File: src/rtl/ipsxb_ddr_rst_pkg.sv
// Shared constants for the DDR reset sequencer: state encoding, default cycle counts, counter sizing.
package ipsxb_ddr_rst_pkg;

   typedef enum logic [2:0] {
      ST_WAIT_LOCK   = 3'd0,
      ST_LOCK_STABLE = 3'd1,
      ST_PHY_WAIT    = 3'd2,
      ST_CTRL_WAIT   = 3'd3,
      ST_USER_DLY    = 3'd4,
      ST_DONE        = 3'd5,
      ST_ERR         = 3'd6
   } seq_state_e;

   localparam int unsigned SEQ_STATE_W         = 3;
   localparam int unsigned DEF_LOCK_STABLE_CYC = 16;
   localparam int unsigned DEF_USER_DLY_CYC    = 8;
   localparam int unsigned DEF_TIMEOUT_CYC     = 1024;
   localparam int unsigned DEF_CNT_W           = 16;

   // Bits needed for a counter that must reach (max of the three cycle counts) - 1.
   function automatic int unsigned cnt_width(input int unsigned a, input int unsigned b,
                                             input int unsigned c);
      int unsigned m;
      m = (a > b) ? a : b;
      m = (m > c) ? m : c;
      return (m <= 2) ? 1 : $clog2(m);
   endfunction

endpackage

File: src/rtl/ipsxb_ddr_rst_seq.sv
// DDR reset sequencer: debounces PLL lock, then releases PHY, controller and user resets in order,
// with per-stage init-done timeouts. Lock loss restarts the whole sequence.
module ipsxb_ddr_rst_seq
   import ipsxb_ddr_rst_pkg::*;
#(
   parameter int unsigned LOCK_STABLE_CYC = DEF_LOCK_STABLE_CYC,
   parameter int unsigned USER_DLY_CYC    = DEF_USER_DLY_CYC,
   parameter int unsigned TIMEOUT_CYC     = DEF_TIMEOUT_CYC,
   parameter int unsigned CNT_W           = DEF_CNT_W
) (
   input  logic                   clk,
   input  logic                   rst_n,
   input  logic                   pll_lock,
   input  logic                   phy_init_done,
   input  logic                   ctrl_init_done,
   output logic                   phy_rst_n,
   output logic                   ctrl_rst_n,
   output logic                   user_rst_n,
   output logic                   ddr_init_done,
   output logic                   init_err,
   output logic [SEQ_STATE_W-1:0] seq_state
);

   // Elaboration guard: the counter must be able to reach every terminal count.
   if (CNT_W < cnt_width(LOCK_STABLE_CYC, USER_DLY_CYC, TIMEOUT_CYC)) begin : g_cnt_w_chk
      $error("CNT_W too small for the configured cycle counts");
   end

   localparam logic [CNT_W-1:0] LOCK_LAST = CNT_W'(LOCK_STABLE_CYC - 1);
   localparam logic [CNT_W-1:0] USER_LAST = CNT_W'(USER_DLY_CYC - 1);
   localparam logic [CNT_W-1:0] TO_LAST   = CNT_W'(TIMEOUT_CYC - 1);

   seq_state_e       state, state_nxt;
   logic [CNT_W-1:0] cnt, cnt_nxt;
   logic             phy_rst_n_nxt, ctrl_rst_n_nxt, user_rst_n_nxt, init_err_nxt;

   // Next-state, counter and output decode (outputs decoded from next state so registers track state).
   always_comb begin
      state_nxt      = state;
      cnt_nxt        = cnt;
      phy_rst_n_nxt  = 1'b0;
      ctrl_rst_n_nxt = 1'b0;
      user_rst_n_nxt = 1'b0;
      init_err_nxt   = 1'b0;

      if (state != ST_WAIT_LOCK && !pll_lock) begin
         state_nxt = ST_WAIT_LOCK;
      end else begin
         unique case (state)
            ST_WAIT_LOCK:   if (pll_lock) state_nxt = ST_LOCK_STABLE;
            ST_LOCK_STABLE: if (cnt == LOCK_LAST) state_nxt = ST_PHY_WAIT;
            ST_PHY_WAIT: begin
               if (phy_init_done)       state_nxt = ST_CTRL_WAIT;
               else if (cnt == TO_LAST) state_nxt = ST_ERR;
            end
            ST_CTRL_WAIT: begin
               if (ctrl_init_done)      state_nxt = ST_USER_DLY;
               else if (cnt == TO_LAST) state_nxt = ST_ERR;
            end
            ST_USER_DLY:    if (cnt == USER_LAST) state_nxt = ST_DONE;
            ST_DONE:        state_nxt = ST_DONE;
            ST_ERR:         state_nxt = ST_ERR;
            default:        state_nxt = ST_WAIT_LOCK;
         endcase
      end

      if (state_nxt != state) begin
         cnt_nxt = '0;
      end else if (state == ST_LOCK_STABLE || state == ST_PHY_WAIT ||
                   state == ST_CTRL_WAIT   || state == ST_USER_DLY) begin
         cnt_nxt = cnt + CNT_W'(1);
      end

      unique case (state_nxt)
         ST_PHY_WAIT:  phy_rst_n_nxt = 1'b1;
         ST_CTRL_WAIT,
         ST_USER_DLY: begin
            phy_rst_n_nxt  = 1'b1;
            ctrl_rst_n_nxt = 1'b1;
         end
         ST_DONE: begin
            phy_rst_n_nxt  = 1'b1;
            ctrl_rst_n_nxt = 1'b1;
            user_rst_n_nxt = 1'b1;
         end
         ST_ERR:       init_err_nxt = 1'b1;
         default:      ;
      endcase
   end

   // State, counter and output registers with synchronous active-low reset.
   always_ff @(posedge clk) begin
      if (!rst_n) begin
         state         <= ST_WAIT_LOCK;
         cnt           <= '0;
         phy_rst_n     <= 1'b0;
         ctrl_rst_n    <= 1'b0;
         user_rst_n    <= 1'b0;
         ddr_init_done <= 1'b0;
         init_err      <= 1'b0;
      end else begin
         state         <= state_nxt;
         cnt           <= cnt_nxt;
         phy_rst_n     <= phy_rst_n_nxt;
         ctrl_rst_n    <= ctrl_rst_n_nxt;
         user_rst_n    <= user_rst_n_nxt;
         ddr_init_done <= user_rst_n_nxt;
         init_err      <= init_err_nxt;
      end
   end

   assign seq_state = SEQ_STATE_W'(state);

endmodule

File: config.mk
export PLATFORM = sky130hd
export DESIGN_NAME = ipsxb_ddr_rst_seq
export DESIGN_NICKNAME = d
export VERILOG_FILES = /design/src/rtl/ipsxb_ddr_rst_pkg.sv /design/src/rtl/ipsxb_ddr_rst_seq.sv
export SDC_FILE = /design/constraint.sdc
export NUM_CORES = 1
export LEC_CHECK = 0
export CAP_MARGIN = 0
export CELL_PAD_IN_SITES_DETAIL_PLACEMENT = 1
export CELL_PAD_IN_SITES_GLOBAL_PLACEMENT = 2
export CORE_MARGIN = 10
export CORE_UTILIZATION = 30
export DETAILED_ROUTE_END_ITERATION = 7
export PLACE_DENSITY_LB_ADDON = 0.1
export SYNTH_ARGS = -nofsm -noshare
export SYNTH_HDL_FRONTEND = slang
export SYNTH_SLANG_ARGS = --single-unit
File: constraint.sdc
create_clock -name clk -period 1.75 [get_ports clk]
set_input_delay 0.2625 -clock clk [delete_from_list [all_inputs] [get_ports clk]]
set_output_delay 0.2625 -clock clk [all_outputs]
set_load 0.02 [all_outputs]
== After elaboration in Yosys (flattened, before gate mapping) ==
Index checks and enable logic that the tools add are counted.
W data, S select, Z words.

* $add $sub $neg: 1
* Eq/ne operators: 15
* Muxes and demuxes: 12
* Bitwise operators: 1
* Reduce and logical (&&, ||, !) cells: 10

{| class="wikitable"
|+ Operator list
! operator !! number
|-
| $mux W3 || 7
|-
| $pmux W3 S7 || 1
|-
| $eq A3 B3 Y1 const B || 6
|-
| $add A16 B1 Y16 const B || 1
|-
| $eq A16 B10 Y1 const B || 1
|-
| $eq A16 B3 Y1 const B || 1
|-
| $eq A16 B4 Y1 const B || 1
|-
| $eq A3 B2 Y1 const B || 4
|-
| $mux W1 || 4
|-
| $reduce_or A4 Y1 || 1
|-
| $eq A3 B1 Y1 const B || 1
|-
| $logic_not A3 Y1 || 1
|-
| $logic_or A1 B1 Y1 || 3
|-
| $ne A3 B3 Y1 || 1
|-
| $reduce_bool A3 Y1 || 1
|-
| $reduce_or A3 Y1 || 1
|-
| $reduce_or A2 Y1 || 1
|-
| $logic_and A1 B1 Y1 || 1
|-
| $logic_not A1 Y1 || 1
|-
| $not A1 Y1 || 1
|}

* Register bits: 23
* Input port bits: 5
* Logic and storage cells: 45

== Depth between registers and ports, before layout ==
Gate-level depths: netlist (run 1).

* Word-level depth: 8
* Mapped depth: 6
* Depth with buffers taken out: 6

== Least setup slack after synthesis (run 1) ==
Ideal clock, no wire load.

* Path type: reg-to-reg
* Start point: reg cnt[0]
* End point: reg cnt[0]
* Arrival: 1.640 ns
* Data required time: 1.623 ns
* Slack: -0.017 ns
* Stages on the path, launching flop included: 7
* Path buffers: 0
* Period minus slack after synthesis: 1.767 ns
* Path through: dfxtp_1 > ha_1 > and4b_1 > nand4_1 > or4b_4 > a211oi_2 > nor3_1

* Cells in the longest elaborated chain, start to end: 7

{| class="wikitable"
|+ RTL lines
! item !! line !! source
|-
| from (decl) || ipsxb_ddr_rst_seq.sv:34 || <nowiki>logic [CNT_W-1:0] cnt, cnt_nxt;</nowiki>
|-
| from (signal assigned) || ipsxb_ddr_rst_seq.sv:103 || <nowiki>cnt <= cnt_nxt;</nowiki>
|-
| $eq A16 B10 Y1 || ipsxb_ddr_rst_seq.sv:54, ipsxb_ddr_rst_seq.sv:58 ||
|-
| $mux W3 || ipsxb_ddr_rst_seq.sv:54, ipsxb_ddr_rst_seq.sv:58 ||
|-
| $mux W3 (on tied branches) || ipsxb_ddr_rst_seq.sv:57, ipsxb_ddr_rst_seq.sv:53 ||
|-
| $pmux W3 S7 || ipsxb_ddr_rst_seq.sv:49 || <nowiki>unique case (state)</nowiki>
|-
| $mux W3 || ipsxb_ddr_rst_seq.sv:46 || <nowiki>if (state != ST_WAIT_LOCK && !pll_lock) begin</nowiki>
|-
| $ne A3 B3 Y1 || ipsxb_ddr_rst_seq.sv:67 || <nowiki>if (state_nxt != state) begin</nowiki>
|-
| $reduce_or A2 Y1 (no source line) || n/a ||
|}

Several ways; a longest one is shown, not always the timed one.
A chain may end at the register's enable or synchronous reset.

== Worst setup path in the final report (run 1) ==
* Start point: reg cnt[0]
* End point: reg init_err

* Cells in the longest elaborated chain, start to end: 7

{| class="wikitable"
|+ RTL lines
! item !! line !! source
|-
| $eq A16 B10 Y1 || ipsxb_ddr_rst_seq.sv:54, ipsxb_ddr_rst_seq.sv:58 ||
|-
| $mux W3 || ipsxb_ddr_rst_seq.sv:54, ipsxb_ddr_rst_seq.sv:58 ||
|-
| $mux W3 (on tied branches) || ipsxb_ddr_rst_seq.sv:57, ipsxb_ddr_rst_seq.sv:53 ||
|-
| $pmux W3 S7 (*) || ipsxb_ddr_rst_seq.sv:49 ||
|-
| $mux W3 (*) || ipsxb_ddr_rst_seq.sv:46 ||
|-
| $eq A3 B3 Y1 (*) || ipsxb_ddr_rst_seq.sv:74 || <nowiki>unique case (state_nxt)</nowiki>
|-
| $mux W1 (*) || ipsxb_ddr_rst_seq.sv:74 ||
|-
| to (signal assigned) || ipsxb_ddr_rst_seq.sv:108 || <nowiki>init_err <= init_err_nxt;</nowiki>
|-
| to (decl) || ipsxb_ddr_rst_seq.sv:20 || <nowiki>output logic init_err,</nowiki>
|}

Mark *: on every way between the ends. The rest lies on a longest branch, timed or not.

==> flow_summary.toml, run 1 <==
[outcome]
status = "finished, violations left"
violations = "setup timing"

[sta]
maximum_clock_rate_ghz = 0.540
final_setup_vio_count = 13
rsz0062_at_grt = "yes"
slew_headroom_pct = 69.1
finClkSkew_ns = 0.00343
hold_violations = 0
worst_hold_slack_ns = 0.608
fin_crit_ns = 1.85
final_cycle_share_pct = 106
timing_worst_slew_pin_value_ns = 0.458
setup_total_negative_slack_ns = -0.824
report.final.slew_viol_count = 0
postLayoutSetupSlackWorst_ns = -0.101

[logic_synthesis]
synth_cell_type_count = 46
syn-mean-instance-area_um2 = 8.78
synth_top_area_cell = "sky130_fd_sc_hd__dfxtp_1"
post_synth_and_or_nand_nor_area_fraction_pct = 33.6
area_fraction_in_compound_gates_after_synthesis_pct = 12.2
synth_area_leaders = "sky130_fd_sc_hd__dfxtp_1 37%, sky130_fd_sc_hd__xor2_1 8.5%, sky130_fd_sc_hd__nor2_1 5.2%, sky130_fd_sc_hd__nand3_1 3.6%, sky130_fd_sc_hd__nand2_1 3.0%"
synth_enable_flop_cells = 0
synth.cell_area_um2 = 1240
synth_fp_nets = 148
post_synth_mux_area_share_pct = 0.809
synth_top_cell_area_share_pct = 37.2
synth-xor-area-share_pct = 10.6
largest_family_of_logic_cells_by_synthesized_area = "simple AND/OR/NAND/NOR gates"
synth_ff_type = "sky130_fd_sc_hd__dfxtp_1"
yosys_warnings = 0
synthAdderAreaFrac_pct = 2.02
synth-seq-cells = 23
synth_sequential_area_ratio_pct = 37.2
post_synth_inst_count = 141
ys_async_sr_fraction_pct = 0

[worst_setup_path]
crit_path_start_kind = "flip-flop"
crit_chain = "ha_4 > and4b_1 > nand4_1 > or4b_4 > and3_4 > nor3b_2"
reg2reg_from = "cnt[0]"
timing_worst_setup_path_type = "reg -> reg"
r2r-end = "init_err"
worstRegToRegCells = 6
worst-path-max-fanout = 3
worstPathArrival_ns = 2.01
critPathMaxStageDelay_ns = 0.57
reg2reg_setup_slack_ns = -0.10
critPathRequiredTime_ns = 1.91
cpMaxStageDelayCell = "sky130_fd_sc_hd__or4b_4"
critical_path.endpoint_type = "flip-flop"

[cells_and_area]
final_layout_size_suffix_gt1_share_pct = 42.1
stdcell_count = 245
nets = 203
antenna-diode-count = 0
multi_input_comb_area_um2 = 850
layout-area-overhead-vs-synth_pct = 52.6
register_area_um2 = 469
fill_cells = 471

[power_and_ir_drop]
ir_worst_vdd_v = 0.000329
power_leakage_nw = 0.704
internal_power_mw = 0.761
power.switching_mw = 0.248
switching_share_of_total_power_pct = 24.6
pwr-share-clk_pct = 32.8
pwr-share-seq_pct = 53.3
p_per_area_nw_per_um2 = 535
power.combinational.fraction_pct = 13.9

[clocking]
clock_sinks = 23
cts_tree = "yes"
worst_skew_pair.late_latency_ns = 0.26
cts_hold_buf = 0
worst_setup_hold_path_clk_slew_ns = 0.08
cts_htree_levels = 1
cts.root.buffer_cell = "sky130_fd_sc_hd__clkbuf_8"
clk_path_buf_depth = 2
number_of_buffers_inserted_during_clock_tree_synthesis = 3

[floorplan]
die_h_um = 84.2
num_io_pins = 13
floorplan.die_area_um2 = 7090
coreArea_um2 = 4000
start_util_pct = 30.9
fp-row-count = 23
dieWidth_um = 84.2

[place]
place.detailed.instances = 239
port_buf_inserts = 12
hpwlAfterDp_mm = 2.88
final_wtd_congestion = 0.736

[detailed_routing]
routedWlPerCell_um = 14.5
drt_pass1_iterations = 4
via_per_inst = 4.87
first_iter_violations = 29
drc = 0
route.final.wire_length_mm = 3.55
ant_nets = 0
detailroute.via_count = 1192

[hold_path]
depth_of_the_worst_hold_timing_path = 2
hp-class = "reg -> reg"
hold_end = "cnt[14]"
worstHoldStart = "cnt[14]"

[global_routing]
grt_first_pass_wirelength_mm = 6.22
grtUsageTotal_pct = 10.3
grt_start_max_net_pins = 13
antenna_violations_before_repair = 0
number_of_global_route_vias_before_repair = 1291
grt-ovfl-total = 0

[run]
cap_viol_max_count = 0
==> stage by stage <==
step                      setup WS [ns]  area (µm²)  utilization [%]  power [mW]
after floorplan                  0.0158        1240                -       0.601
after global placement           -0.142        1690             42.3       0.667
after detailed placement         -0.203        1690             42.3       0.670
after CTS                        -0.107        1800             44.9        1.02
after global routing             -0.197        1890             47.2        1.06
final                            -0.101        1890             47.2        1.01
==> synthesized netlist by cell type (2+ instances only) <==
master / instances
sky130_fd_sc_hd__dfxtp_1: 23
sky130_fd_sc_hd__nor2_1: 17
sky130_fd_sc_hd__xor2_1: 12
sky130_fd_sc_hd__nand2_1: 10
sky130_fd_sc_hd__nand3_1: 9
sky130_fd_sc_hd__nor3_1: 6
sky130_fd_sc_hd__nand4_1: 5
sky130_fd_sc_hd__a21oi_1: 4
sky130_fd_sc_hd__o21ai_0: 4
sky130_fd_sc_hd__and2_1: 3
sky130_fd_sc_hd__inv_1: 3
sky130_fd_sc_hd__nand2b_1: 3
sky130_fd_sc_hd__xnor2_1: 3
sky130_fd_sc_hd__and3_1: 2
sky130_fd_sc_hd__buf_2: 2
sky130_fd_sc_hd__ha_1: 2
sky130_fd_sc_hd__o21a_1: 2
sky130_fd_sc_hd__o221ai_1: 2
sky130_fd_sc_hd__or4_1: 2
==> metal layers <==
layer,GRT usage (%),vias to the layer above,share of wire [%]
met2,18.7,15,54
met3,3.00,0,4.3
met4,1.83,0,0
li1,-,611,-
met1,11.6,566,42
met5,0,-,0
==> critical path, delay by kind of cell (launching register included) <==
family                     cells  cell delay (ns)
and+or+nand+nor                5             1.24
DFF                            1             0.37
adders and majority gates      1             0.14
==> registers in the layout (all words and copies together), names as in the netlist <==
signal,flops
phy_rst_n,1
ctrl_rst_n,1
ddr_init_done,1
seq_state,3
init_err,1
cnt,16
==> worst max-delay path by stage <==
stage | startpoint | end | slack (ns) | cells after the start
6_report | cnt[0] | init_err | -0.10 | 6
5_1_grt | cnt[12] | cnt[1] | -0.20 | 5
4_1_cts | cnt[12] | cnt[1] | -0.11 | 5
3_5_place_dp | pll_lock | cnt[1] | -0.20 | 7
3_3_place_gp | pll_lock | cnt[10] | -0.14 | 6
2_1_floorplan | cnt[1] | init_err | 0.02 | 6
==> layout by cell type (no fill, tap or decap), types with 2 or more instances in the layout <==
cell type and n:
sky130_fd_sc_hd__a21oi_1 2, sky130_fd_sc_hd__a21oi_2 3, sky130_fd_sc_hd__and2_1 3, sky130_fd_sc_hd__and3_4 2, sky130_fd_sc_hd__buf_4 39, sky130_fd_sc_hd__buf_6 3
sky130_fd_sc_hd__clkbuf_8 3, sky130_fd_sc_hd__clkdlybuf4s50_1 12, sky130_fd_sc_hd__dfxtp_1 16, sky130_fd_sc_hd__dfxtp_2 7, sky130_fd_sc_hd__inv_1 3, sky130_fd_sc_hd__nand2_1 9
sky130_fd_sc_hd__nand2b_1 3, sky130_fd_sc_hd__nand3_1 8, sky130_fd_sc_hd__nand4_1 5, sky130_fd_sc_hd__nor2_1 10, sky130_fd_sc_hd__nor2_2 7, sky130_fd_sc_hd__nor3_1 5
sky130_fd_sc_hd__nor3b_2 2, sky130_fd_sc_hd__nor4_4 2, sky130_fd_sc_hd__o21a_1 2, sky130_fd_sc_hd__o21ai_0 4, sky130_fd_sc_hd__o221ai_1 2, sky130_fd_sc_hd__xnor2_1 3
sky130_fd_sc_hd__xor2_1 12
==> power by group through the flow <==
stage                     logic, mW  registers, mW  clock network [mW]
after floorplan              0.0532          0.548                   0
after global placement        0.118          0.549                   0
after detailed placement      0.122          0.549                   0
after CTS                     0.135          0.537               0.347
after global routing          0.153          0.539               0.370
final                         0.140          0.538               0.331
==> timing repair <==
action / in CTS / in global routing
pin swaps: 7 / 7
buffers inserted: 1 / 1
setup endpoints to repair: 19 / 24
gates resized for setup: 15 / 19
==> layout make-up <==
class                      count  share of cell area, %
multi-input combinational    110                   45.0
sequential                    23                   24.9
timing repair buffer          54                   23.7
tap                           50                   3.31
clock buffer                   4                   2.39
inverter                       4                  0.795
==> cells by family (layout without fill, tap and decap cells) <==
family,count (synthesis),after routing
adders and majority gates,2,2
and+or+nand+nor,71,71
muxes,1,1
AOI/OAI and AO/OA,21,21
xor gates and xnor gates,15,15
DFF,23,23
buffers and inverters,8,62
Note: power is estimated with default switching activity, not from simulation.
==> run 2, diff against run 1 <==
GPL_ROUTABILITY_DRIVEN = 0   (was not set)
RECOVER_POWER = 100   (was not set)
clock period = 1.72 ns   (was 1.75 ns; I/O delays follow)
==> run 2 against run 1 <==
Compared with the run above:
- the flow still finishes with violations (setup timing)
- sequential cell count did not move
- clock skew rose by 0.0011 ns
- non-clock buffer count rose by 3
- power rose by 3.4%
- clock-buffer cell count fell by 1
- utilization rose by 0.25 points
- critical path type unchanged
- critical endpoint is now phy_rst_n
- largest cell class unchanged
- largest power group unchanged
==> flow_summary.toml, run 2 (same netlist as run 1, synthesis figures left out) <==
[place]
detailedPlace.worstSlack_ns = -0.283
hpwlAfterDp_mm = 2.93
port_buf_inserts = 12

[global_routing]
number_of_global_route_vias_before_repair = 1330
grt_first_pass_wirelength_mm = 6.25
grtUsageTotal_pct = 10.5
grt-ovfl-total = 0
grt_start_max_net_pins = 14
antenna_violations_before_repair = 0

[sta]
final_setup_vio_count = 14
slew_headroom_pct = 76.0
report.final.slew_viol_count = 0
fin_crit_ns = 1.86
worst_hold_slack_ns = 0.613
hold_violations = 0
postLayoutSetupSlackWorst_ns = -0.144
maximum_clock_rate_ghz = 0.536
finClkSkew_ns = 0.00450
timing_worst_slew_pin_value_ns = 0.358
rsz0062_at_grt = "yes"
final_cycle_share_pct = 108

[cells_and_area]
nets = 206
final_cell_mix = "42 x sky130_fd_sc_hd__buf_4, 17 x sky130_fd_sc_hd__nor2_1, 15 x sky130_fd_sc_hd__dfxtp_1, 12 x sky130_fd_sc_hd__xor2_1"
antenna-diode-count = 0
largest-register = "cnt"
fin_util_pct = 47.5
layout-area-overhead-vs-synth_pct = 53.4
fill_cells = 472
final_layout_size_suffix_gt1_share_pct = 39.9
multi_input_comb_area_um2 = 835
layout_commonest_cell = "sky130_fd_sc_hd__buf_4"
register_area_um2 = 475
largest_register_ffs = 16

[floorplan]
dieWidth_um = 84.2
floorplan.die_area_um2 = 7090
start_util_pct = 30.9
coreArea_um2 = 4000
fp-row-count = 23
num_io_pins = 13
die_h_um = 84.2

[worst_setup_path]
worstPathArrival_ns = 2.07
crit_path_start_kind = "flip-flop"
timing_worst_setup_path_type = "reg -> reg"
worst-path-max-fanout = 4
critPathRequiredTime_ns = 1.92
critical_path.endpoint_type = "flip-flop"

[clocking]
cts_htree_levels = 1
number_of_buffers_inserted_during_clock_tree_synthesis = 3
clock_sinks = 23
cts_hold_buf = 0
worst_setup_hold_path_clk_slew_ns = 0.09
cts.root.buffer_cell = "sky130_fd_sc_hd__clkbuf_8"
clk_path_buf_depth = 2
worst_skew_pair.late_latency_ns = 0.27
cts_tree = "yes"

[power_and_ir_drop]
p_per_area_nw_per_um2 = 550
ir_worst_vdd_v = 0.000238
power_leakage_nw = 0.739

[detailed_routing]
routedWlPerCell_um = 15.0
detailroute.via_count = 1230
via_per_inst = 4.96
route.final.wire_length_mm = 3.73
first_iter_violations = 52
drt_pass1_iterations = 3
drc = 0
ant_nets = 0

[run]
cap_viol_max_count = 0

[outcome]
violations = "setup timing"
status = "finished, violations left"

[hold_path]
hp-class = "reg -> reg"
[run 2: worst max-delay path, cell delays in order (launching register included)]
cell	delay [ns]
sky130_fd_sc_hd__dfxtp_2	0.34
sky130_fd_sc_hd__nor4_4	0.33
sky130_fd_sc_hd__nand4_1	0.18
sky130_fd_sc_hd__buf_4	0.18
sky130_fd_sc_hd__o41a_1	0.42
sky130_fd_sc_hd__or2_1	0.23
sky130_fd_sc_hd__a21oi_1	0.12
[run 2: repair_timing]
item                                    CTS  global route
endpoints found under the hold margin     0             0
endpoints found under the setup margin   24            23
resized for setup                        17            10
pin swaps                                 7             7
buffers inserted                          0             2
cloned                                    0             0
[run 2: worst paths after layout]
| check | startpoint | endpoint | slack (ns) | cells past startpoint |
|---|---|---|---|---|
| max | cnt[15] | phy_rst_n | -0.14 | 6 |
| min | cnt[7] | cnt[7] | 0.61 | 2 |
| max reg2reg | cnt[15] | phy_rst_n | -0.14 | 6 |
| min reg2reg | cnt[7] | cnt[7] | 0.61 | 2 |
[run 2: through the flow]
step | cell area, µm² | setup TNS, ns | instances | power, mW
after floorplan | 1240 | -0.00294 | 141 | 0.613
after global placement | 1730 | -2.69 | 242 | 0.686
after detailed placement | 1730 | -4.27 | 242 | 0.691
after CTS | 1850 | -1.17 | 246 | 1.05
after global routing | 1900 | -2.10 | 248 | 1.10
final | 1900 | -0.944 | 248 | 1.04
[run 2: final cells by class]
| class | instances | share of cell area (%) |
|---|---|---|
| multi-input combinational | 110 | 44.0 |
| sequential | 23 | 25.0 |
| timing repair buffer | 57 | 24.5 |
| tap | 50 | 3.30 |
| clock buffer | 3 | 2.18 |
| inverter | 4 | 0.791 |
| clock inverter | 1 | 0.264 |
[run 2: power breakdown]
group | leakage, nW | switching, mW | total (mW) | internal, mW
Combinational | 0.523 | 0.0670 | 0.141 | 0.0740
Sequential | 0.190 | 0.0118 | 0.547 | 0.536
Clock | 0.0255 | 0.193 | 0.355 | 0.162
Total | 0.739 | 0.272 | 1.04 | 0.772
[run 2: routing by layer]
metal	global-route usage (%)	vias up	share of wire (%)
li1	-	619	-
met1	11.4	591	43
met2	19.3	13	52
met3	2.13	7	2.9
met4	3.81	0	1.7
met5	0	-	0
